[src/rtl/chnl_acc_ctrl_if.sv]
// Beat and pixel-result handshake bundle between conv engine, controller and writer.
// Pure wiring, no latency.
// in_* carries partial-sum beats, out_* carries the completed pixel sum.
interface chnl_acc_ctrl_if;
  logic in_valid;
  logic in_ready;
  logic out_valid;
  logic out_ready;
  logic out_last;

  // Controller side: accepts beats, presents pixel results.
  modport slave (
    input  in_valid,
    input  out_ready,
    output in_ready,
    output out_valid,
    output out_last
  );

  // Producer/consumer side: drives beats and the downstream ready.
  modport master (
    output in_valid,
    output out_ready,
    input  in_ready,
    input  out_valid,
    input  out_last
  );
endinterface

[src/rtl/chnl_acc_ctrl.sv]
// Sequences accumulator clear/enable per channel group and hands completed pixel sums downstream.
// Start to first in_ready: 2 cycles; per pixel at full rate: G accumulate cycles + 1 output cycle.
// No beat is accepted while a pixel result is held; the result holds until out_ready.
module chnl_acc_ctrl #(
  parameter int GW = 8,
  parameter int PW = 16
) (
  input  logic          i_clk,
  input  logic          i_rst,
  input  logic          i_start,
  input  logic [GW-1:0] i_cfg_groups,
  input  logic [PW-1:0] i_cfg_pixels,
  chnl_acc_ctrl_if.slave bus,
  output logic          o_acc_en,
  output logic          o_acc_clr,
  output logic          o_busy,
  output logic          o_done
);

  localparam logic [GW-1:0] G_ONE = GW'(1);
  localparam logic [PW-1:0] P_ONE = PW'(1);

  typedef enum logic [2:0] {
    S_IDLE,
    S_CLEAR,
    S_ACCUM,
    S_OUT,
    S_DONE
  } state_t;

  state_t        r_state;
  logic [GW-1:0] r_grp_cnt;
  logic [PW-1:0] r_pix_cnt;
  logic [GW-1:0] r_groups_q;
  logic [PW-1:0] r_pixels_q;
  logic          r_in_ready;
  logic          r_out_valid;
  logic          r_out_last;
  logic          r_busy;
  logic          r_done;

  logic w_cfg_ok;
  logic w_grp_last;
  logic w_pix_last;
  logic w_out_hs;

  assign w_cfg_ok   = (i_cfg_groups != '0) && (i_cfg_pixels != '0);
  assign w_grp_last = (r_grp_cnt == (r_groups_q - G_ONE));
  assign w_pix_last = (r_pix_cnt == (r_pixels_q - P_ONE));
  assign w_out_hs   = r_out_valid & bus.out_ready;

  // Accumulator controls follow the live handshake; clear on job entry and between pixels only.
  assign o_acc_en  = bus.in_valid & r_in_ready;
  assign o_acc_clr = (r_state == S_CLEAR) | (w_out_hs & ~r_out_last);

  assign bus.in_ready  = r_in_ready;
  assign bus.out_valid = r_out_valid;
  assign bus.out_last  = r_out_last;
  assign o_busy        = r_busy;
  assign o_done        = r_done;

  // Job sequencer; state-decoded outputs are registered alongside the next state.
  always_ff @(posedge i_clk) begin
    if (i_rst) begin
      r_state     <= S_IDLE;
      r_grp_cnt   <= '0;
      r_pix_cnt   <= '0;
      r_groups_q  <= '0;
      r_pixels_q  <= '0;
      r_in_ready  <= 1'b0;
      r_out_valid <= 1'b0;
      r_out_last  <= 1'b0;
      r_busy      <= 1'b0;
      r_done      <= 1'b0;
    end else begin
      case (r_state)
        S_IDLE: begin
          if (i_start) begin
            r_busy <= 1'b1;
            if (w_cfg_ok) begin
              r_groups_q <= i_cfg_groups;
              r_pixels_q <= i_cfg_pixels;
              r_grp_cnt  <= '0;
              r_pix_cnt  <= '0;
              r_state    <= S_CLEAR;
            end else begin
              // Empty job: nothing to accumulate, report completion directly.
              r_done  <= 1'b1;
              r_state <= S_DONE;
            end
          end
        end
        S_CLEAR: begin
          r_in_ready <= 1'b1;
          r_state    <= S_ACCUM;
        end
        S_ACCUM: begin
          if (bus.in_valid) begin
            if (w_grp_last) begin
              r_grp_cnt   <= '0;
              r_in_ready  <= 1'b0;
              r_out_valid <= 1'b1;
              // pix_cnt is stable for the whole pixel, so out_last can be fixed here.
              r_out_last  <= w_pix_last;
              r_state     <= S_OUT;
            end else begin
              r_grp_cnt <= r_grp_cnt + G_ONE;
            end
          end
        end
        S_OUT: begin
          if (bus.out_ready) begin
            r_out_valid <= 1'b0;
            r_out_last  <= 1'b0;
            if (r_out_last) begin
              r_done  <= 1'b1;
              r_state <= S_DONE;
            end else begin
              r_pix_cnt  <= r_pix_cnt + P_ONE;
              r_in_ready <= 1'b1;
              r_state    <= S_ACCUM;
            end
          end
        end
        S_DONE: begin
          r_done  <= 1'b0;
          r_busy  <= 1'b0;
          r_state <= S_IDLE;
        end
        default: begin
          r_in_ready  <= 1'b0;
          r_out_valid <= 1'b0;
          r_out_last  <= 1'b0;
          r_busy      <= 1'b0;
          r_done      <= 1'b0;
          r_state     <= S_IDLE;
        end
      endcase
    end
  end

endmodule

[src/flat_wrapper.sv]
// flat-port wrapper written by rule: the top's interface ports become plain ports
module chnl_acc_ctrl_flat 
#(
  parameter int GW = 8,
  parameter int PW = 16
)
  (i_clk, i_rst, i_start, i_cfg_groups, i_cfg_pixels, o_acc_en, o_acc_clr, o_busy, o_done, bus_in_valid, bus_out_ready, bus_in_ready, bus_out_valid, bus_out_last);
  chnl_acc_ctrl_if bus_i ();
  input  logic i_clk;
  input  logic i_rst;
  input  logic i_start;
  input  logic [GW-1:0] i_cfg_groups;
  input  logic [PW-1:0] i_cfg_pixels;
  output logic o_acc_en;
  output logic o_acc_clr;
  output logic o_busy;
  output logic o_done;
  input wire logic [$bits(bus_i.in_valid)-1:0] bus_in_valid;
  input wire logic [$bits(bus_i.out_ready)-1:0] bus_out_ready;
  output wire logic [$bits(bus_i.in_ready)-1:0] bus_in_ready;
  output wire logic [$bits(bus_i.out_valid)-1:0] bus_out_valid;
  output wire logic [$bits(bus_i.out_last)-1:0] bus_out_last;
  assign bus_i.in_valid = bus_in_valid;
  assign bus_i.out_ready = bus_out_ready;
  assign bus_in_ready = bus_i.in_ready;
  assign bus_out_valid = bus_i.out_valid;
  assign bus_out_last = bus_i.out_last;
  chnl_acc_ctrl #(.GW(GW), .PW(PW)) u_core (.i_clk(i_clk), .i_rst(i_rst), .i_start(i_start), .i_cfg_groups(i_cfg_groups), .i_cfg_pixels(i_cfg_pixels), .bus(bus_i), .o_acc_en(o_acc_en), .o_acc_clr(o_acc_clr), .o_busy(o_busy), .o_done(o_done));
endmodule
[config.mk]
export PLATFORM = sky130hd
export DESIGN_NAME = chnl_acc_ctrl_flat
export DESIGN_NICKNAME = d
export VERILOG_FILES = /design/src/rtl/chnl_acc_ctrl_if.sv /design/src/rtl/chnl_acc_ctrl.sv /design/src/flat_wrapper.sv
export SDC_FILE = /design/constraint.sdc
export NUM_CORES = 1
export LEC_CHECK = 0
export ABC_AREA = 1
export CAP_MARGIN = 40
export CORE_MARGIN = 4
export CORE_UTILIZATION = 50
export CTS_CLUSTER_SIZE = 28
export DETAILED_ROUTE_END_ITERATION = 8
export GPL_TIMING_DRIVEN = 0
export PLACE_DENSITY = 0.75
export SYNTH_ARGS = -nofsm -noshare
export SYNTH_HDL_FRONTEND = slang
export SYNTH_SLANG_ARGS = --single-unit
[constraint.sdc]
create_clock -name i_clk -period 1.8 [get_ports i_clk]
set_input_delay 0.36 -clock i_clk [delete_from_list [all_inputs] [get_ports i_clk]]
set_output_delay 0.36 -clock i_clk [all_outputs]
set_load 0.005 [all_outputs]
# Word level (Yosys, flattened, before mapping)
# Cells that the tools add are included.
word_totals:
  reg_bits: 56
  latch_bits: 0
  ramBits: 0
  rom_bits: 0
  input_bits: 29
  output_inout_bits: 7
  word_cells: 91
  memories: 0
op_classes:
  addsub: 4
  mul: 0
  div: 0
  magnitude_cmp: 0
  n_eq_ne: 14
  n_shift: 0
  mux: 36
  bitwise_logic: 9
  reduce_logical: 18
op_table:
  columns: ["op", "n"]
  rows:
  - ["16-bit two-way mux", 4]
  - ["8-bit two-way mux", 4]
  - ["16-bit case mux with 2 select lines", 1]
  - ["3-bit two-way mux", 6]
  - ["16-bit by 1-bit adder with 16-bit output, second input constant", 1]
  - ["16-bit equality test", 1]
  - ["8-bit case mux with 2 select lines", 1]
  - ["16-bit nonzero test", 1]
  - ["16-bit by 1-bit subtractor with 16-bit output, second input constant", 1]
  - ["5-bit AND reduction", 3]
  - ["1-bit two-way mux", 14]
  - ["3-bit case mux with 4 select lines", 1]
  - ["4-bit AND reduction", 3]
  - ["2-bit inequality test, second input constant", 5]
  - ["1-bit case mux with 3 select lines", 3]
  - ["8-bit by 1-bit adder with 8-bit output, second input constant", 1]
  - ["8-bit equality test", 1]
  - ["8-bit nonzero test", 1]
  - ["8-bit by 1-bit subtractor with 8-bit output, second input constant", 1]
  - ["3-bit by 2-bit equality test with 1-bit output, second input constant", 2]
  - ["2-bit by 1-bit inequality test with 1-bit output, second input constant", 3]
  - ["3-bit OR reduction", 2]
  - ["1-bit inverter", 5]
  - ["1-bit case mux with 4 select lines", 1]
  - ["11 further kinds", 15]

# Depth between registers and ports, before layout
logic_depth:
  word_depth: 5
  depth_mapped: 14

# Worst setup path after synthesis
# OpenSTA, ideal clock, no wires.
synth_path:
  path_kind: "reg2reg"
  from: "reg u_core.r_groups_q[0]"
  to: "reg u_core.r_grp_cnt[2]"
  setup_time_ps: 115
  arrival_time_ps: 1584
  path_slack_ps: 101
  path_stages_with_launch: 14
  path_cell_list: "dfxtp_1 > inv_1 > ha_1 > inv_1 > nand2_1 > nand2_1 > nor2_1 > nand3_1 > nor2_1 > nand3_1 > o21ai_4 > nand2_2 > nand2_4 > nor2_1"
synth_via:
  elab_chain_cells: 5
synth_rtl:
  columns: ["element", "line_no", "rtl"]
  rows:
  - ["start: declaration", "chnl_acc_ctrl.sv:34", "logic [GW-1:0] r_groups_q;"]
  - ["start signal: assignment", "chnl_acc_ctrl.sv:81", "r_groups_q <= i_cfg_groups;"]
  - ["8-bit by 1-bit subtractor with 8-bit output", "chnl_acc_ctrl.sv:48", "assign w_grp_last = (r_grp_cnt == (r_groups_q - G_ONE));"]
  - ["8-bit equality test", "chnl_acc_ctrl.sv:48", null]
  - ["8-bit two-way mux", "chnl_acc_ctrl.sv:99", "if (w_grp_last) begin"]
  - ["8-bit two-way mux", "chnl_acc_ctrl.sv:98", "if (bus.in_valid) begin"]
  - ["8-bit case mux with 2 select lines", "chnl_acc_ctrl.sv:76", "case (r_state)"]
  - ["end signal: assignment", "chnl_acc_ctrl.sv:107", "r_grp_cnt <= r_grp_cnt + G_ONE;"]
  - ["end: declaration", "chnl_acc_ctrl.sv:32", "logic [GW-1:0] r_grp_cnt;"]
# Every way passes these cells. The select of a mux whose other input is x is not followed.
# A chain may end at the register's enable or synchronous reset.

# Worst setup path after layout
layout_path:
  from: "reg u_core.r_groups_q[0]"
  to: "reg u_core.r_grp_cnt[6]"
# The elaborated chain is that of the path after synthesis.

==> impl_metrics.tcl <==
set metrics [dict create \
    final_util_pct 67.0 \
    failed_checks "negative setup slack" \
    initial_core_util_pct 52.7 \
    multi_input_area_um2 2320 \
    finClkSkew_ns 0.0143 \
    drc_errors 0 \
    cts_buffers 5 \
    ctsRootBufferMaster "clkbuf_8" \
    io_buffer_count 34 \
    crit_type "register to register" \
    tightest_slew_ns 0.656 \
    ir_drop_uv 957 \
    n_antenna_cell 0 \
    synth_most_common_cell "nand2_1" \
    grt_pass1_wl_um 15700 \
    hold_class "input port to register" \
    synthFlopType "dfxtp_1" \
    final_net_count 631 \
    status "finished, violations left" \
    die-area_um2 8750 \
    first_global_vias 3532 \
    post_drt_wl_per_cell_um 14.2 \
    fillers 620 \
    synth_edf_count 0 \
    power.total_uw 7270 \
    maxCapViolCount 0 \
    cp_max_fo 7 \
    synthArstFlopShare_pct 0 \
    register_area_um2 1130 \
    drive_gt1_share_pct 20.1 \
    syn-instance-count 542 \
    fin_cells 694 \
    ys_ff_latch 56 \
    clock_path_buffers 2 \
    die_w_um 93.5 \
    gr-total-overflow 0 \
    hold_violations 0 \
    die_h_um 93.5 \
    end_kind "register" \
    synthTopCellsByArea "dfxtp_1 31%, nand2_1 9.6%, nor2_1 7.3%, inv_1 6.9%, a21oi_1 5.5%" \
    ant_nets 0 \
    synth_fp_nets 575 \
    fmax_ghz 0.539 \
    syn_area_um2 3660 \
    crit_required_ns 2.00 \
    synth_top_area_cell "dfxtp_1" \
    period_share_pct 103 \
    yosysWarningCount 0 \
    cts_sinks 56 \
    htree_levels 2 \
    setup_ws_ns -0.0555 \
    tns_ns -0.577 \
    synth_top_cell_area_share_pct 30.7 \
    clkTransAtPathRegs_ns 0.10 \
    gp_congestion 0.908 \
    place_inst 672 \
    boundaryPins 36 \
    relSlewSlack_pct 56.3 \
    std_cell_rows 30 \
    maxSlewViolCount 0 \
    dpl.hpwl_um 6870 \
    netlist_top_cells_count "94 x nand2_1, 71 x nor2_1, 67 x inv_1" \
    drt_pass1_iterations 4 \
    via_per_inst 5.36 \
    ys_seq_area_share_pct 30.7 \
    grt_usage_pct 22.1 \
    drt_wl_total_um 9870 \
    tritoncts "built" \
    start_kind "register" \
    area_delta_synth_final_pct 27.3 \
    power.leakage_uw 0.00187 \
    setup-violations-final 16 \
    power_density_nw_per_um2 1560 \
    period_minus_slack_ns 1.86 \
    insertion_delay_ns 0.31 \
    antenna_found_initial 0 \
    avgSynthCellArea_um2 6.75 \
    grt_max_degree 16 \
    critPathArrivalTime_ns 2.06 \
    yosys.cell_types.count 38 \
    core_um2 6940 \
    vias 3722 \
    drt-initial-drc-count 171 \
    rsz0062_at_grt "yes" \
]
## layout make-up
type                    instances  share of cell area (%)
multi-input cells             391                    49.9
flip-flops and latches         56                    24.2
repair buffers                 51                    12.1
inverters                      76                    6.23
plain buffers                  17                    2.90
well taps                      96                    2.58
clock buffers                   7                    2.07
## cell families after synthesis
| group | synth area share (%) |
|---|---|
| simple gates | 35.5 |
| fa+ha+maj | 1.37 |
| xor+xnor | 8.14 |
| buf+inv | 10.8 |
| compound gates | 13.6 |
| flops | 30.7 |
## per-layer routing
layer	global-route usage [%]	wire length [um]	part of all wire, %	vias to the layer above
li1	-	-	-	1842
met1	25.6	4090	41	1772
met2	40.7	5200	53	86
met3	3.70	344	3.5	22
met4	7.69	229	2.3	0
met5	0	0	0	-
## cells in the final DEF (no fill, tap or decap), types with 3 or more instances in the layout
cell type        netlist  layout
nor2_1                71      63
dfxtp_1               56      50
dlygate4sd2_1          0       7
nor2_4                 2       3
nand2_8                1       3
nand3_1               40      36
a21oi_1               40      36
o21bai_1               3       3
nand2_2                7       7
xor2_1                20      20
clkdlybuf4s50_1        0      18
nand4_1               12      12
o21ai_1                0       6
buf_8                  0       4
dlymetal6s2s_1         0       9
nand2_1               94      93
clkbuf_1               9       8
buf_4                  0      12
clkbuf_8               0       7
nand3_2                1       4
xnor2_1               14      14
inv_2                  9      12
nor2_2                 8      15
buf_12                 0       3
buf_6                  4       3
o21ai_0               26      20
nor3_2                 5       9
inv_1                 67      62
nand3b_1               5       5
nor3_1                11       7
a21oi_2                7      11
dfxtp_2                0       6
## repair_timing
action                     in CTS  in global routing
cloned                          2                  0
hold buffers                    0                  0
setup buffers                  10                  5
setup endpoints to repair      55                 51
resized for setup              44                 42
pin swaps                      19                 18
## through the flow
stage          setup slack (ns)  hold slack (ns)  instance area [um^2]
2_1_floorplan             0.101            0.435                  3660
3_3_place_gp             -0.574            0.442                  4120
3_5_place_dp             -0.603            0.449                  4120
4_1_cts                 -0.0893            0.417                  4480
5_1_grt                  -0.241            0.393                  4660
6_report                -0.0555            0.382                  4660
## critical path, stage by stage (launching register included)
cell	delay [ns]
dfxtp_2	0.37
inv_4	0.05
ha_4	0.26
inv_2	0.03
nand2_1	0.05
nand2_1	0.05
nor2_2	0.10
nand3_2	0.09
nor2_2	0.12
nand3_2	0.11
o21ai_4	0.24
nand2_4	0.12
nand2_8	0.11
nor3_2	0.05
## sequential cells by signal (all words and copies together) (netlist names)
name,count
u_core.r_pixels_q,16
u_core.bus.in_ready,1
u_core.o_busy,1
u_core.o_done,1
u_core.r_state,3
u_core.r_grp_cnt,8
u_core.bus.out_last,1
u_core.r_groups_q,8
u_core.bus.out_valid,1
u_core.r_pix_cnt,16
## final timing paths
kind,start,endpoint,slack [ns],cells past startpoint
min,i_cfg_pixels[8],u_core.r_pixels_q[8]$_SDFFE_PP0P_,0.38,3
max reg2reg,u_core.r_groups_q[0]$_SDFFE_PP0P_,u_core.r_grp_cnt[6]$_SDFFE_PP0P_,-0.06,13
max,u_core.r_groups_q[0]$_SDFFE_PP0P_,u_core.r_grp_cnt[6]$_SDFFE_PP0P_,-0.06,13
min reg2reg,u_core.o_done$_SDFFE_PP0P_,u_core.o_done$_SDFFE_PP0P_,0.46,2
## power by group
part	switching (uW)	internal [uW]	total, uW
registers	284	1540	1820
logic	2640	2040	4690
clock network	409	344	754
total	3340	3930	7270
No activity file was read; power rests on OpenSTA's default activity.
